File: src/rtl/gpio_emu_pkg.sv
// Shared constants and helpers for the GPIO-emulation arithmetic peripheral.
package gpio_emu_pkg;

  localparam logic [15:0] OFF_A1   = 16'h0000;
  localparam logic [15:0] OFF_A2   = 16'h0008;
  localparam logic [15:0] OFF_W    = 16'h0010;
  localparam logic [15:0] OFF_L    = 16'h0018;
  localparam logic [15:0] OFF_CTRL = 16'h0020;

  localparam int unsigned CTRL_START_BIT  = 0;
  localparam int unsigned CTRL_CLEAR_BIT  = 1;
  localparam int unsigned STAT_VALID_BIT  = 0;
  localparam int unsigned STAT_DONE_BIT   = 1;
  localparam int unsigned STAT_BUSY_BIT   = 2;

  localparam logic [1:0] StIdle  = 2'd0;
  localparam logic [1:0] StMult  = 2'd1;
  localparam logic [1:0] StCount = 2'd2;

  function automatic logic [5:0] popcount(input logic [31:0] v);
    logic [5:0] n;
    n = '0;
    for (int i = 0; i < 32; i++) begin
      n = n + {5'b0, v[i]};
    end
    return n;
  endfunction

endpackage

File: src/rtl/seq_mul.sv
// Shift-add multiplier: one bit of b_i per clock, OP_WIDTH cycles after start_i.
module seq_mul #(
  parameter int unsigned OP_WIDTH = 24
) (
  input  logic                    clk_i,
  input  logic                    rst_i,
  input  logic                    start_i,
  input  logic [OP_WIDTH-1:0]     a_i,
  input  logic [OP_WIDTH-1:0]     b_i,
  output logic                    done_o,
  output logic [2*OP_WIDTH-1:0]   product_o
);

  localparam int unsigned IdxW = (OP_WIDTH > 1) ? $clog2(OP_WIDTH) : 1;

  logic                  run_q, run_d;
  logic [IdxW-1:0]       idx_q, idx_d;
  logic [2*OP_WIDTH-1:0] acc_q, acc_d;
  logic                  last;

  assign last      = (idx_q == IdxW'(OP_WIDTH - 1));
  // Combinational so the owner can leave MULT on the same edge as the final add.
  assign done_o    = run_q && last;
  assign product_o = acc_q;

  always_comb begin
    run_d = run_q;
    idx_d = idx_q;
    acc_d = acc_q;
    if (start_i) begin
      run_d = 1'b1;
      idx_d = '0;
      acc_d = '0;
    end else if (run_q) begin
      if (b_i[idx_q]) begin
        acc_d = acc_q + ({{OP_WIDTH{1'b0}}, a_i} << idx_q);
      end
      idx_d = idx_q + IdxW'(1);
      if (last) begin
        run_d = 1'b0;
      end
    end
  end

  always_ff @(posedge clk_i) begin
    if (rst_i) begin
      run_q <= 1'b0;
      idx_q <= '0;
      acc_q <= '0;
    end else begin
      run_q <= run_d;
      idx_q <= idx_d;
      acc_q <= acc_d;
    end
  end

endmodule

File: src/rtl/gpio_mulcnt_emu.sv
// Bus-mapped multiply-then-popcount peripheral with operation counter and GPIO latch.
module gpio_mulcnt_emu
  import gpio_emu_pkg::*;
#(
  parameter int unsigned OP_WIDTH  = 24,
  parameter int unsigned RES_WIDTH = 32,
  parameter logic [15:0] BASE_ADDR = 16'h0380,
  parameter int unsigned CNT_WIDTH = 16
) (
  input  logic        clk,
  input  logic        reset,
  input  logic [15:0] saddress,
  input  logic        srd,
  input  logic        swr,
  input  logic [31:0] sdata_in,
  output logic [31:0] sdata_out,
  input  logic [31:0] gpio_in,
  input  logic        gpio_latch,
  output logic [31:0] gpio_out,
  output logic [31:0] gpio_in_s_insp
);

  logic [1:0]           state_q, state_d;
  logic [OP_WIDTH-1:0]  a1_q, a1_d, a2_q, a2_d;
  logic [RES_WIDTH-1:0] w_q, w_d;
  logic [5:0]           l_q, l_d;
  logic                 done_q, done_d, valid_q, valid_d;
  logic [CNT_WIDTH-1:0] cnt_q, cnt_d;
  logic [31:0]          rdata_q, rdata_d, gpio_s_q, gpio_s_d;

  logic sel_a1, sel_a2, sel_w, sel_l, sel_ctrl;
  logic busy, wr_ctrl, start_acc, mul_done, hi_zero;
  logic [2*OP_WIDTH-1:0] product;
  logic [63:0]           acc_ext;
  logic                  unused_sdata;

  assign sel_a1   = (saddress == BASE_ADDR + OFF_A1);
  assign sel_a2   = (saddress == BASE_ADDR + OFF_A2);
  assign sel_w    = (saddress == BASE_ADDR + OFF_W);
  assign sel_l    = (saddress == BASE_ADDR + OFF_L);
  assign sel_ctrl = (saddress == BASE_ADDR + OFF_CTRL);

  assign busy      = (state_q != StIdle);
  assign wr_ctrl   = swr && sel_ctrl;
  assign start_acc = wr_ctrl && sdata_in[CTRL_START_BIT] && !busy;
  assign acc_ext   = 64'(product);
  // Any product bit above the result width means W was truncated.
  assign hi_zero   = ((acc_ext >> RES_WIDTH) == 64'd0);
  assign unused_sdata = ^sdata_in;

  seq_mul #(
    .OP_WIDTH (OP_WIDTH)
  ) u_seq_mul (
    .clk_i     (clk),
    .rst_i     (reset),
    .start_i   (start_acc),
    .a_i       (a1_q),
    .b_i       (a2_q),
    .done_o    (mul_done),
    .product_o (product)
  );

  always_comb begin
    state_d = state_q;
    a1_d    = a1_q;
    a2_d    = a2_q;
    w_d     = w_q;
    l_d     = l_q;
    done_d  = done_q;
    valid_d = valid_q;
    cnt_d   = cnt_q;
    if (swr && sel_a1 && !busy) a1_d = sdata_in[OP_WIDTH-1:0];
    if (swr && sel_a2 && !busy) a2_d = sdata_in[OP_WIDTH-1:0];
    case (state_q)
      StIdle: begin
        if (start_acc) begin
          state_d = StMult;
          done_d  = 1'b0;
          valid_d = 1'b1;
        end
      end
      StMult: begin
        if (mul_done) state_d = StCount;
      end
      StCount: begin
        w_d     = acc_ext[RES_WIDTH-1:0];
        l_d     = popcount(32'(acc_ext[RES_WIDTH-1:0]));
        valid_d = hi_zero;
        done_d  = 1'b1;
        cnt_d   = cnt_q + CNT_WIDTH'(1);
        state_d = StIdle;
      end
      default: state_d = StIdle;
    endcase
    // Clear takes priority over a coincident completion increment.
    if (wr_ctrl && sdata_in[CTRL_CLEAR_BIT]) cnt_d = '0;
  end

  always_comb begin
    rdata_d = rdata_q;
    if (srd) begin
      rdata_d = '0;
      if (sel_a1)        rdata_d = 32'(a1_q);
      else if (sel_a2)   rdata_d = 32'(a2_q);
      else if (sel_w)    rdata_d = done_q ? 32'(w_q) : 32'd0;
      else if (sel_l)    rdata_d = 32'(l_q);
      else if (sel_ctrl) begin
        rdata_d[STAT_BUSY_BIT]  = busy;
        rdata_d[STAT_DONE_BIT]  = done_q;
        rdata_d[STAT_VALID_BIT] = valid_q;
      end
    end
    gpio_s_d = gpio_latch ? gpio_in : gpio_s_q;
  end

  always_ff @(posedge clk) begin
    if (reset) begin
      state_q  <= StIdle;
      a1_q     <= '0;
      a2_q     <= '0;
      w_q      <= '0;
      l_q      <= '0;
      done_q   <= 1'b0;
      valid_q  <= 1'b1;
      cnt_q    <= '0;
      rdata_q  <= '0;
      gpio_s_q <= '0;
    end else begin
      state_q  <= state_d;
      a1_q     <= a1_d;
      a2_q     <= a2_d;
      w_q      <= w_d;
      l_q      <= l_d;
      done_q   <= done_d;
      valid_q  <= valid_d;
      cnt_q    <= cnt_d;
      rdata_q  <= rdata_d;
      gpio_s_q <= gpio_s_d;
    end
  end

  assign sdata_out      = rdata_q;
  assign gpio_out       = 32'(cnt_q);
  assign gpio_in_s_insp = gpio_s_q;

endmodule

File: config.mk
export PLATFORM = sky130hd
export DESIGN_NAME = gpio_mulcnt_emu
export DESIGN_NICKNAME = d
export VERILOG_FILES = /design/src/rtl/gpio_emu_pkg.sv /design/src/rtl/seq_mul.sv /design/src/rtl/gpio_mulcnt_emu.sv
export SDC_FILE = /design/constraint.sdc
export NUM_CORES = 1
export LEC_CHECK = 0
export BUFFER_PORTS_ARGS = -buffer_cell sky130_fd_sc_hd__buf_2
export CAP_MARGIN = 25
export CORE_MARGIN = 2
export CORE_UTILIZATION = 59
export CTS_CLUSTER_SIZE = 28
export DETAILED_ROUTE_END_ITERATION = 16
export PLACE_DENSITY_LB_ADDON = 0.05
export SLEW_MARGIN = 15
export SYNTH_ARGS = -nofsm -noshare
export SYNTH_HDL_FRONTEND = slang
export SYNTH_SLANG_ARGS = --single-unit
File: constraint.sdc
create_clock -name clk -period 5.95 [get_ports clk]
set_input_delay 1.19 -clock clk [delete_from_list [all_inputs] [get_ports clk]]
set_output_delay 1.19 -clock clk [all_outputs]
set_load 0.01 [all_outputs]
### Word level (Yosys, flattened, before mapping)

Cells that the tools add are included.

| operators by class | value |
|---|---|
| muxes and demuxes | 19 |
| shifts and indexed selects | 1 |
| magnitude comparators | 1 |
| reductions and logical operators | 19 |
| $add $sub $neg | 34 |
| equal/unequal tests | 10 |

Operators by type and width:

| cell | count |
|---|---|
| $add A6 B1 Y6 | 26 |
| $mux W32 | 4 |
| $eq A16 B10 Y1 const B | 5 |
| $logic_not A64 Y1 | 1 |
| $add A48 B48 Y48 | 1 |
| $shl A24 B5 Y48 | 1 |
| $add A16 B1 Y16 const B | 1 |
| $logic_and A1 B1 Y1 | 9 |
| $mux W3 | 3 |
| $add A5 B1 Y6 | 1 |
| $lt A5 B6 Y1 const B | 1 |
| $mux W1 | 6 |
| $reduce_and A2 Y1 | 3 |
| $add A4 B1 Y5 | 1 |
| $add A5 B1 Y5 const B | 1 |
| $bmux W1 S5 | 1 |
| $eq A5 B5 Y1 const B | 1 |
| $add A3 B1 Y4 | 1 |
| $mux W2 | 2 |
| $ne A2 B2 Y1 const B | 2 |
| $pmux W1 S2 | 2 |
| $pmux W2 S2 | 1 |
| $reduce_bool A2 Y1 | 2 |
| $reduce_or A2 Y1 | 2 |
| other kinds (6) | 6 |

| storage, ports and cells | value |
|---|---|
| word-level logic and storage cells | 97 |
| register bits after elaboration | 224 |
| bits of input ports | 85 |
| output and inout port bits | 96 |

### Depth between registers and ports, before layout

| logic depth | value |
|---|---|
| word-level depth | 31 |
| mapped depth | 23 |
| mapped depth without buffers | 19 |

### Modules after synthesis

A second synthesis with hierarchy kept.

| second synthesis, totals | value |
|---|---|
| cells, all modules | 1741 |
| area total of the unflattened synthesis | 13790.7 µm² |

By module, submodules not included:

| module | area an instance (µm²) | sequential area each (µm²) | cells an instance | instances |
|---|---|---|---|---|
| gpio_mulcnt_emu | 7603.5 | 3403.3 | 905 | 1 |
| seq_mul | 6187.2 | 1081.0 | 836 | 1 |

### Worst setup path after synthesis

Ideal clock, no wire load.

| timing | value |
|---|---|
| kind | flip-flop to flip-flop |
| from | reg u_seq_mul.acc_q[1], in the netlist u_seq_mul.product_o[1] |
| to | reg l_q[4] |
| slack | 1274 ps |
| arrival time | 4606 ps |
| stages on the path, launching flop included | 16 |
| required time | 5880 ps |
| period minus slack after synthesis | 4676 ps |
| buffers on the path | 0 |
| setup time | 70 ps |
| path through | dfxtp_1 inv_1 fa_1 fa_1 fa_1 fa_1 fa_1 fa_1 inv_1 ha_1 fa_1 a21o_1 a21oi_1 xnor2_1 nand2_1 a21oi_1 |

| on the way | value |
|---|---|
| word-level cells in the longest chain between the ends | 31 |

Ends and longest elaborated chain:

| item | RTL line | RTL |
|---|---|---|
| from (decl) | seq_mul.sv:18 | `logic [2*OP_WIDTH-1:0] acc_q, acc_d;` |
| from (signal assigned) | seq_mul.sv:49 | `acc_q <= '0;` |
| from (signal assigned) | seq_mul.sv:53 | `acc_q <= acc_d;` |
| $add A1 B1 Y2 | gpio_emu_pkg.sv:24 | `n = n + {5'b0, v[i]};` |
| $add A2 B1 Y3 | gpio_emu_pkg.sv:24 |  |
| $add A3 B1 Y4 | gpio_emu_pkg.sv:24 |  |
| $add A4 B1 Y5 | gpio_emu_pkg.sv:24 |  |
| $add A5 B1 Y6 | gpio_emu_pkg.sv:24 |  |
| $add A6 B1 Y6 (26 in a row) | gpio_emu_pkg.sv:24 |  |
| to (signal assigned) | gpio_mulcnt_emu.sv:133 | `l_q <= l_d;` |
| to (decl) | gpio_mulcnt_emu.sv:26 | `logic [5:0] l_q, l_d;` |

Every way passes these cells.
A chain may end at the register's enable or synchronous reset.

### Worst setup path in the final report

Ends and elaborated chain as after synthesis.

==> results.yml <==
setup_path:
  worstPathRequired_ns: 6.41
  timing.critical_path.from_type: "register"
  crit_path_end_kind: "register"
  critPathKind: "reg2reg"
  rrSetupSlack_ns: 0.95
  critPathArrivalTime_ns: 5.45
  critPathMaxFanout: 5
layout:
  final_area_um2: 15300
  synthToLayoutAreaGrowth_pct: 12.8
  final_nets: 1955
  final_cell_mix: "265 x nand2_1, 222 x dfxtp_1, 198 x a21oi_1, 198 x nor2_1, 155 x buf_2"
  final_common_cell: "nand2_1"
  drive_gt1_frac: 0.152
  antenna_cells: 0
  fin_util: 0.678
global_route:
  overflow: 0
  grt_usage: 0.307
  grt_max_degree: 86
  grt_pass1_wl_um: 60000
  grt_pass1_vias: 11300
  grt_antenna_before_repair: 0
route:
  ant_nets: 0
  post_drt_via_cell_ratio: 5.98
  drtPass1Iterations: 9
  post_drt_wl_per_cell_um: 18.4
  num_vias: 12500
  drt_iter0_drc: 1223
  route.detailed.drc: 0
  routed_wl_um: 38600
synth:
  yosys_register_bits: 224
  synth_edf_count: 0
  synth.cell_area_um2: 13600
  synth_cell_types: 79
  synthFlopType: "dfxtp_1"
  seq_area_frac_synth: 0.330
  synth-adder-area-share: 0.0883
  yosys_warnings: 0
  yosysTopAreaCell: "dfxtp_1"
  synth.area.mux_share: 0.0961
  synthSimpleGateAreaFrac: 0.198
  ys_async_sr_fraction: 0
  syn_inst: 1698
  synth_area_leaders: "dfxtp_1 33%, nand2_1 7.3%, a21oi_1 7.3%"
  synth-xor-area-share: 0.0361
  synth_top_family_by_area: "simple AND/OR/NAND/NOR gates"
  synth_compound_area_frac: 0.192
  yosysTopAreaCellShare: 0.330
  avgSynthCellArea_um2: 8.01
timing:
  worst_pin_slew_ns: 1.02
  rsz0062_at_grt: "false"
  holdWs_ns: 0.458
  fin_crit_ns: 5.00
  finalSetupViolCount: 0
  skew_ns: 0.0121
  slew_violations: 0
  final.period_utilization: 0.840
  setup_tns_ns: 0
  timing.slew.headroom: 0.320
  hold_violations: 0
  fmax_ghz: 0.200
outcome:
  outcome: "finished clean"
floorplan:
  die-width_um: 156
  start_util: 0.601
  placementRows: 55
  ios: 181
  core_area_um2: 22600
  design.die.area_um2: 24300
  die_h_um: 156
cts:
  clk_path_buf_depth: 3
  cts_buffers: 25
  post_cts_buffers: 0
  cts_tree: "done"
  cts_root_buffer: "clkbuf_16"
  postCtsHoldBufs: 0
  clkLatencyLatePin_ns: 0.54
  clk_pin_slew_ns: 0.06
  cts_resized: 0
  cts.sinks: 224
  cts_htree_levels: 1
hold_path:
  holdCritPathClass: "reg2reg"
power:
  leakagePower_nw: 6.36
  ir_worst_vdd_mv: 0.209
  power.density_nw_per_um2: 217
placed_design:
  dp_hpwl_um: 28400
  dpl_cell_area_um2: 14400
  place_congestion: 0.966
  io_buffers: 156
job:
  cap_violations: 0
-- stage by stage --
stage	instances	total power [mW]	setup WS, ns
finish	2092	3.33	0.954
detailed placement	2043	1.71	0.972
global route	2092	3.43	0.650
global placement	2042	1.70	1.08
CTS	2088	3.36	0.950
floorplan	1713	1.65	1.27
-- power by group --
part           leakage (nW)  internal [mW]  switching, mW
combinational          4.11         0.0571         0.0873
clock                 0.438           1.01          0.645
sequential             1.82           1.52        0.00941
total                  6.36           2.59          0.741
-- worst paths after layout --
kind,from,to,depth (start not counted)
max,u_seq_mul.product_o[1],l_q[4],15
min,w_q[3],w_q[3],2
max reg2reg,u_seq_mul.product_o[1],l_q[4],15
min reg2reg,w_q[3],w_q[3],2
-- Yosys cell counts, drive strengths merged, types with 30 or more instances --
library cell	n
nand3	40
nor2	199
ha	56
inv	61
nand2	267
clkbuf	72
buf	55
o21ai	60
dfxtp	224
xor2	30
a21oi	199
mux2i	80
a211oi	32
-- logic make-up (layout without fill, tap and decap cells) --
logic type,count (synthesis),count (layout)
flops,224,224
compound gates,416,416
xor+xnor,56,56
other cells,1,16
buf+inv,188,282
simple gates,623,623
fa+ha+maj,81,81
mux,109,109
-- flip-flops by register name, summed over array words and instances, names as in the netlist --
name and flops:
u_seq_mul.idx_q 5, w_q 32, valid_q 1, a2_q 24, l_q 6, state_q 2
u_seq_mul.product_o 48, u_seq_mul.run_q 1, a1_q 24, sdata_out 32, cnt_q 16, gpio_in_s_insp 32
done_q 1
-- critical path, stage by stage (launching register included) --
cell and delay [ns]:
dfxtp_1 0.43, inv_1 0.09, fa_1 0.49, fa_1 0.57, fa_1 0.46, fa_1 0.54, fa_1 0.43, fa_1 0.48
inv_1 0.04, ha_1 0.20, fa_1 0.41, a21o_1 0.18, a21oi_1 0.20, xnor2_1 0.16, nand2_1 0.08, a21oi_1 0.15
-- metal layers --
metal / vias up / routed length, um / global-route usage
li1: 6082 / - / -
met1: 5856 / 16200 / 0.405
met2: 484 / 18500 / 0.528
met3: 85 / 2610 / 0.0336
met4: 0 / 1280 / 0.102
met5: - / 0 / 0
-- layout make-up --
class                      instances  area (um2)
tap                              285         357
clock buffer                      36         747
sequential                       224        4490
fill                            1953        7300
multi-input combinational       1301        8380
inverter                          61         229
timing repair buffer             176         990
clock inverter                     9         153
No activity file was read; power rests on OpenSTA's default activity.
